File: config.mk
export PLATFORM = sky130hd
export DESIGN_NAME = poly_eval_seq
export DESIGN_NICKNAME = d
export VERILOG_FILES = /design/src/rtl/poly_eval_seq_pkg.sv /design/src/rtl/poly_eval_seq_rca.sv /design/src/rtl/poly_eval_seq.sv
export SDC_FILE = /design/constraint.sdc
export NUM_CORES = 1
export LEC_CHECK = 0
export ABC_AREA = 1
export CAP_MARGIN = 15
export CELL_PAD_IN_SITES_DETAIL_PLACEMENT = 0
export CELL_PAD_IN_SITES_GLOBAL_PLACEMENT = 1
export CORE_UTILIZATION = 23
export DETAILED_ROUTE_END_ITERATION = 12
export DONT_BUFFER_PORTS = 1
export PLACE_DENSITY_LB_ADDON = 0.1
export SLEW_MARGIN = 20
export SYNTH_ARGS = -nofsm -noshare
export SYNTH_HDL_FRONTEND = slang
export SYNTH_SLANG_ARGS = --single-unit
File: constraint.sdc
create_clock -name clk -period 6.8 [get_ports clk]
set_input_delay 0.68 -clock clk [delete_from_list [all_inputs] [get_ports clk]]
set_output_delay 0.68 -clock clk [all_outputs]
set_load 0.02 [all_outputs]
File: src/rtl/poly_eval_seq_pkg.sv
// poly_pkg: types and elaboration-time helpers shared by poly_eval_seq and its bench.
//   state_e  : evaluator FSM states, 2-bit encoding
//   clog2    : ceiling log2 for sizing counters
//   zw_calc  : result width, max(2*xw, yw) + 1
package poly_pkg;

   typedef enum logic [1:0] {
      IDLE = 2'd0,
      MUL  = 2'd1,
      ADD  = 2'd2,
      DONE = 2'd3
   } state_e;

   function automatic int clog2(input int v);
      int r;
      r = 0;
      while ((1 << r) < v) r++;
      return r;
   endfunction

   function automatic int zw_calc(input int xw, input int yw);
      return ((2 * xw > yw) ? 2 * xw : yw) + 1;
   endfunction

endpackage

File: src/rtl/poly_eval_seq_rca.sv
// rca_n: parametrised ripple-carry adder.
//   a, b  : WIDTH-bit addends
//   cin   : carry in
//   sum   : WIDTH-bit sum
//   cout  : carry out of the top bit
module rca_n #(
   parameter int WIDTH = 8
) (
   input  logic [WIDTH-1:0] a,
   input  logic [WIDTH-1:0] b,
   input  logic             cin,
   output logic [WIDTH-1:0] sum,
   output logic             cout
);

   logic [WIDTH:0] c;

   assign c[0] = cin;

   for (genvar i = 0; i < WIDTH; i++) begin : g_bit
      assign sum[i]   = a[i] ^ b[i] ^ c[i];
      assign c[i + 1] = (a[i] & b[i]) | (c[i] & (a[i] ^ b[i]));
   end

   assign cout = c[WIDTH];

endmodule

File: src/rtl/poly_eval_seq.sv
// poly_eval_seq: sequential evaluator of z = x*x + 2*x + y on a valid/ready stream.
//   clk, rst_n           : clock, asynchronous active-low reset
//   in_valid / in_ready  : operand handshake (x, y)
//   out_valid / out_ready: result handshake (z)
//   busy                 : high whenever the FSM is not in IDLE
//
// state | meaning
// IDLE  | waiting for operands, in_ready high
// MUL   | XW shift-add steps building x*x in acc
// ADD   | single step, z <= acc + 2*x + y
// DONE  | z presented, held until out_ready
module poly_eval_seq
   import poly_pkg::*;
#(
   parameter  int XW = 2,
   parameter  int YW = 4,
   localparam int ZW = zw_calc(XW, YW)
) (
   input  logic          clk,
   input  logic          rst_n,
   input  logic          in_valid,
   output logic          in_ready,
   input  logic [XW-1:0] x,
   input  logic [YW-1:0] y,
   output logic          out_valid,
   input  logic          out_ready,
   output logic [ZW-1:0] z,
   output logic          busy
);

   localparam int CW = clog2(XW + 1);

   state_e        state_q, state_d;
   logic [XW-1:0] x_q, x_d;
   logic [YW-1:0] y_q, y_d;
   logic [ZW-1:0] mcand_q, mcand_d;
   logic [XW-1:0] mplier_q, mplier_d;
   logic [ZW-1:0] acc_q, acc_d;
   logic [CW-1:0] cnt_q, cnt_d;
   logic [ZW-1:0] z_q, z_d;

   logic [ZW-1:0] x2_ext, y_ext, sum_ax, sum_axy;
   logic          cout_ax_unused, cout_axy_unused;

   // Every addend fits well inside ZW bits, so both carry-outs are always zero.
   assign x2_ext = ZW'({x_q, 1'b0});
   assign y_ext  = ZW'(y_q);

   rca_n #(.WIDTH(ZW)) u_add_ax (
      .a    (acc_q),
      .b    (x2_ext),
      .cin  (1'b0),
      .sum  (sum_ax),
      .cout (cout_ax_unused)
   );

   rca_n #(.WIDTH(ZW)) u_add_axy (
      .a    (sum_ax),
      .b    (y_ext),
      .cin  (1'b0),
      .sum  (sum_axy),
      .cout (cout_axy_unused)
   );

   always_ff @(posedge clk or negedge rst_n) begin
      if (!rst_n) begin
         state_q  <= IDLE;
         x_q      <= '0;
         y_q      <= '0;
         mcand_q  <= '0;
         mplier_q <= '0;
         acc_q    <= '0;
         cnt_q    <= '0;
         z_q      <= '0;
      end else begin
         state_q  <= state_d;
         x_q      <= x_d;
         y_q      <= y_d;
         mcand_q  <= mcand_d;
         mplier_q <= mplier_d;
         acc_q    <= acc_d;
         cnt_q    <= cnt_d;
         z_q      <= z_d;
      end
   end

   always_comb begin
      state_d  = state_q;
      x_d      = x_q;
      y_d      = y_q;
      mcand_d  = mcand_q;
      mplier_d = mplier_q;
      acc_d    = acc_q;
      cnt_d    = cnt_q;
      z_d      = z_q;

      case (state_q)
         IDLE: begin
            if (in_valid) begin
               x_d      = x;
               y_d      = y;
               mcand_d  = ZW'(x);
               mplier_d = x;
               acc_d    = '0;
               cnt_d    = '0;
               state_d  = MUL;
            end
         end
         MUL: begin
            // Multiplicand and multiplier shift each step, so the current
            // partial product is always mcand_q gated by mplier_q[0].
            if (mplier_q[0]) begin
               acc_d = acc_q + mcand_q;
            end
            mcand_d  = mcand_q << 1;
            mplier_d = mplier_q >> 1;
            cnt_d    = cnt_q + CW'(1);
            if (cnt_q == CW'(XW - 1)) begin
               state_d = ADD;
            end
         end
         ADD: begin
            z_d     = sum_axy;
            state_d = DONE;
         end
         DONE: begin
            if (out_ready) begin
               state_d = IDLE;
            end
         end
         default: state_d = IDLE;
      endcase
   end

   assign in_ready  = (state_q == IDLE);
   assign out_valid = (state_q == DONE);
   assign busy      = (state_q != IDLE);
   assign z         = z_q;

endmodule

==> results of run 1 <==
-- cell usage after synthesis --
| master | number | area, um^2 |
|---|---|---|
| clkinv_1 | 1 | 3.75 |
| dfrtp_1 | 27 | 676 |
| fa_1 | 5 | 100 |
| ha_1 | 12 | 150 |
| inv_1 | 26 | 97.6 |
| inv_2 | 1 | 3.75 |
| nand2_1 | 56 | 210 |
| nand2_4 | 1 | 11.3 |
| nand3_1 | 8 | 40.0 |
| nand3b_1 | 1 | 7.51 |
| nor2_1 | 3 | 11.3 |
| nor2_4 | 1 | 11.3 |
| o211ai_1 | 3 | 22.5 |
| o21ai_0 | 11 | 55.1 |
| o21ai_2 | 1 | 8.76 |
| o21ai_4 | 1 | 16.3 |
| o22ai_1 | 4 | 25.0 |
| or2_2 | 4 | 25.0 |
-- cell families (layout without fill, tap and decap cells) --
| family | Yosys count | after routing |
|---|---|---|
| and+or+nand+nor | 74 | 74 |
| DFF | 27 | 27 |
| AOI/OAI and AO/OA | 20 | 20 |
| buffers and inverters | 28 | 32 |
| adders and majority gates | 17 | 17 |
-- layout make-up --
type	count	area (um^2)
Fill cell	667	4440
Inverter	28	105
Clock buffer	3	41.3
Sequential cell	27	676
Clock inverter	1	7.51
Multi-Input combinational cell	111	694
Tap cell	75	93.8
-- worst max-delay path, cell delays in order, from the launching register on --
cell      delay (ns)
dfrtp_1         0.44
ha_1            0.21
inv_1           0.06
fa_1            0.43
fa_1            0.42
fa_1            0.39
nand3b_1        0.16
nand3_1         0.08
nand2_1         0.05
-- state kept, by name (all words and copies together) (netlist names) --
register	cells
x_q	2
mcand_q	5
y_q	4
z	5
acc_q	5
mplier_q	2
cnt_q	2
state_q	2
-- layer usage --
| layer | wire length [um] | part of all wire (%) | track usage [%] | vias up |
|---|---|---|---|---|
| met1 | 1520 | 49 | 13.8 | 493 |
| met5 | 0 | 0 | 0 | - |
| met4 | 21 | 0.67 | 2.63 | 0 |
| met2 | 1440 | 46 | 17.5 | 17 |
| met3 | 134 | 4.3 | 3.67 | 2 |
| li1 | - | - | - | 528 |
-- worst min-delay path by stage --
stage | end | slack, ns | start | cells past startpoint
floorplan | acc_q[0] | 0.38 | rst_n | 0
global placement | acc_q[4] | 0.39 | rst_n | 0
detailed placement | acc_q[4] | 0.39 | rst_n | 0
CTS | cnt_q[0] | 0.07 | rst_n | 0
global route | cnt_q[1] | 0.05 | rst_n | 0
finish | acc_q[4] | 0.07 | rst_n | 0
-- stage by stage --
stage / instance area (um^2) / instances / util [%] / total power, W
after floorplan: 1480 / 166 / - / 0.000538
after global placement: 1570 / 241 / 25.9 / 0.000614
after detailed placement: 1570 / 241 / 25.9 / 0.000621
after CTS: 1620 / 245 / 26.7 / 0.000724
after global routing: 1620 / 245 / 26.7 / 0.000792
final: 1620 / 245 / 26.7 / 0.000708
-- power breakdown --
| part | switching [W] | internal [W] | total [W] |
|---|---|---|---|
| Clock | 0.0000580 | 0.0000418 | 0.0000998 |
| Sequential | 0.0000608 | 0.000227 | 0.000288 |
| Combinational | 0.000204 | 0.000117 | 0.000320 |
==> flow_metrics.tcl, run 1 <==
set metrics [dict create \
    core-area_um2 6060 \
    drt_pass1_iterations 4 \
    rr_endpoint "z[4]" \
    drtIter0Drc 38 \
    cap_viol_max_count 0 \
    synth-seq-cells 27 \
    leakagePower_nw 0.827 \
    die_y_um 82.1 \
    cts_setup_buffers 0 \
    whs_ns 0.0736 \
    yosysUniqueCellTypes 18 \
    vias 1040 \
    tns_ns 0 \
    syn2layout_area_growth_pct 9.67 \
    pin_count 18 \
    place_congestion 0.678 \
    maxSlewViolCount 0 \
    grt_pass1_vias 1055 \
    crit_arrival_ns 2.52 \
    start_util_pct 24.3 \
    grt_max_degree 28 \
    totalWireLength_mm 3.12 \
    final_layout_size_suffix_gt1_share_pct 7.65 \
    yosysWarnings 0 \
    cts_made_buffers 3 \
    startpoint_type "flop" \
    overflow 0 \
    synth-simple-area-share_pct 21.5 \
    reg2reg_depth 8 \
    hold_viol_final 0 \
    insertion_delay_ns 0.28 \
    synth_nets 193 \
    cp-end-kind "flop" \
    clock.fmax_mhz 429 \
    drtAntennaViolNets 0 \
    h-tree-depth 1 \
    rows 28 \
    cts_tree "built" \
    wl_per_cell_um 12.7 \
    clock_sinks 27 \
    pre_cts_ws_ns 4.47 \
    final_common_cell "nand2_1" \
    period_minus_slack_ns 2.33 \
    port_buffers 0 \
    startpoint "acc_q[1]" \
    hold_buffers 0 \
    die_area_um2 6740 \
    status "completed" \
    ys_seq_area_share_pct 45.8 \
    insertedDiodeCount 0 \
    postSynthAreaPerCell_um2 8.89 \
    relSlewSlack_pct 66.2 \
    synth_top_family_by_area "simple AND/OR/NAND/NOR gates" \
    cts-resized-gates 0 \
    min_period_over_period_pct 34.3 \
    clkTransAtPathRegs_ns 0.11 \
    rr_startpoint "acc_q[1]" \
    yosys.area_share.adder_pct 17.0 \
    antenna_found_initial 0 \
    netlist_area_um2 1480 \
    power_density_nw_per_um2 438 \
    synth_xor_area_share_pct 0 \
    rsz0062_at_grt "false" \
    chipWidth_um 82.1 \
    fin_skew_ns 0.00473 \
    critical_path_required_ns 6.99 \
    dp_hpwl_mm 2.37 \
    grt_first_pass_wirelength_mm 5.23 \
    tightest_slew_ns 0.506 \
    synthMuxAreaShare_pct 0 \
    mostFrequentLayoutCells "nand2_1, dfrtp_1, inv_1" \
    synth_compound_area_share_pct 8.65 \
    cp-endpoint "z[4]" \
    syn_inst 166 \
    vdd_drop_max_mv 0.143 \
    path_class "reg2reg" \
    grtUsageTotal_pct 10.8 \
    root_buffer "clkbuf_8" \
    finalNetCount 198 \
    finalWorstSetupSlack_ns 4.47 \
    route.detailed.drc 0 \
    hold_path.class "in2async" \
    detail_route.vias_per_cell 4.24 \
    critical_path.max_fanout 4 \
    setup_viol 0 \
    reg2reg_slack_ns 4.47 \
    cts_max_path_buffers 2 \
]
No activity file was read; power rests on OpenSTA's default activity.
==> run 2, diff against run 1 <==
- clock period: 6.8 -> 1.9 ns (I/O delays scaled with it)
==> flow_metrics.tcl, run 2 (synthesized netlist as in run 1, its figures left out) <==
set metrics [dict create \
    clock_sinks 27 \
    whs_ns 0.0144 \
    status "finished with violations" \
    crit_arrival_ns 2.32 \
    final_layout_size_suffix_gt1_share_pct 14.4 \
    rr_startpoint "x_q[0]" \
    min_to "y_q[1]" \
    reg2reg_depth 8 \
    largestRegisters "acc_q x5, mcand_q x5, z x5" \
    grt_max_degree 28 \
    h-tree-depth 1 \
    hold_path.class "in2reg" \
    chipWidth_um 82.1 \
    final_common_cell "nand2_1" \
    critical_path_required_ns 2.07 \
    reg2reg_slack_ns -0.24 \
    totalWireLength_mm 3.16 \
    cap_viol_max_count 0 \
    core-area_um2 6060 \
    hold_viol_final 0 \
    insertion_delay_ns 0.28 \
    pin_count 18 \
    relSlewSlack_pct 78.7 \
    violations "setup timing" \
    vias 1069 \
    cts_made_buffers 3 \
    min_period_over_period_pct 113 \
    finalInstanceArea_um2 1710 \
    port_buffers 0 \
    period_minus_slack_ns 2.14 \
    cts_max_path_buffers 2 \
    maxSlewViolCount 0 \
    overflow 0 \
    route.detailed.drc 0 \
    critical_path.max_fanout 2 \
    power_density_nw_per_um2 1530 \
    clock.fmax_mhz 466 \
    fin_skew_ns 0.00623 \
    finalNetCount 208 \
    rr_endpoint "z[4]" \
    place_congestion 0.726 \
    startpoint_type "flop" \
    min_from "y[1]" \
    worstHoldPathCells 2 \
    drtIter0Drc 27 \
    grt_first_pass_wirelength_mm 5.29 \
    startpoint "x_q[0]" \
    setup_viol 2 \
    root_buffer "clkbuf_8" \
    tightest_slew_ns 0.318 \
    mostFrequentLayoutCells "nand2_1, dfrtp_1, inv_1" \
    cp-end-kind "flop" \
    syn2layout_area_growth_pct 16.1 \
    drtAntennaViolNets 0 \
    wl_per_cell_um 12.4 \
    path_class "reg2reg" \
    die_area_um2 6740 \
    drt_pass1_iterations 4 \
    grtUsageTotal_pct 10.7 \
    die_y_um 82.1 \
    place_area_um2 1620 \
    rsz0062_at_grt "true" \
    cts_tree "built" \
    vdd_drop_max_mv 0.568 \
    dp_hpwl_mm 2.39 \
    antenna_found_initial 0 \
    detail_route.vias_per_cell 4.19 \
    insertedDiodeCount 0 \
    start_util_pct 24.3 \
    rows 28 \
    finalWorstSetupSlack_ns -0.244 \
    clkTransAtPathRegs_ns 0.10 \
    leakagePower_nw 0.884 \
    grt_pass1_vias 1127 \
]
-- run 2: cell count changes in the layout (fill, tap and decap cells not counted), moves of 2 or more --
cell / previous run / this run
o21ai_0: 11 / 9
buf_4: 0 / 8
o21ai_1: 0 / 2
fa_1: 5 / 3
fa_2: 0 / 2
-- run 2: worst max path at each step --
stage / to / slack (ns) / depth (start not counted)
6_report: z[4] / -0.24 / 8
5_1_grt: z[4] / -0.36 / 8
3_3_place_gp: z[4] / -0.22 / 8
4_1_cts: z[4] / -0.25 / 8
2_1_floorplan: z[4] / -0.22 / 8
3_5_place_dp: z[4] / -0.24 / 8
-- run 2: layout make-up --
cell class | instances | area [um^2]
clock inverter | 1 | 5.00
tap | 75 | 93.8
inverter | 28 | 105
sequential | 27 | 676
clock buffer | 3 | 41.3
multi-input combinational | 111 | 702
timing repair buffer | 10 | 90.1
fill | 651 | 4350
-- run 2: per-layer routing --
| layer | wire (um) | track usage (%) |
|---|---|---|
| met1 | 1530 | 13.2 |
| met2 | 1480 | 18.4 |
| met3 | 128 | 3.11 |
| met4 | 14 | 2.11 |
| met5 | 0 | 0 |
-- run 2: report_power, final --
group / total (W) / internal [W] / switching [W]
Clock: 0.000342 / 0.000147 / 0.000195
Combinational: 0.00125 / 0.000491 / 0.000755
Sequential: 0.00103 / 0.000813 / 0.000214
Total: 0.00262 / 0.00145 / 0.00116
-- run 2: critical path: stages, from the launching register on --
cell      delay [ns]
dfrtp_1         0.36
ha_2            0.17
inv_2           0.04
fa_1            0.49
fa_2            0.36
fa_2            0.34
nand3b_1        0.16
nand3_1         0.08
nand2_1         0.05
-- run 2: metrics by stage --
stage / setup WS, ns / cells / utilization, % / TNS [ns] / total power (W)
detailed placement: -0.240 / 247 / 26.8 / -0.449 / 0.00228
CTS: -0.248 / 254 / 28.1 / -0.443 / 0.00267
floorplan: -0.224 / 166 / - / -0.437 / 0.00193
finish: -0.244 / 255 / 28.3 / -0.443 / 0.00262
global route: -0.364 / 255 / 28.3 / -0.629 / 0.00292
global placement: -0.219 / 247 / 26.8 / -0.419 / 0.00226
-- run 2: timing repair --
item,CTS,global route
hold endpoints to repair,27,0
pin swaps,2,1
hold buffers,2,0
resized for setup,2,1
gates cloned,0,0
buffers inserted,1,1
setup endpoints to repair,2,3
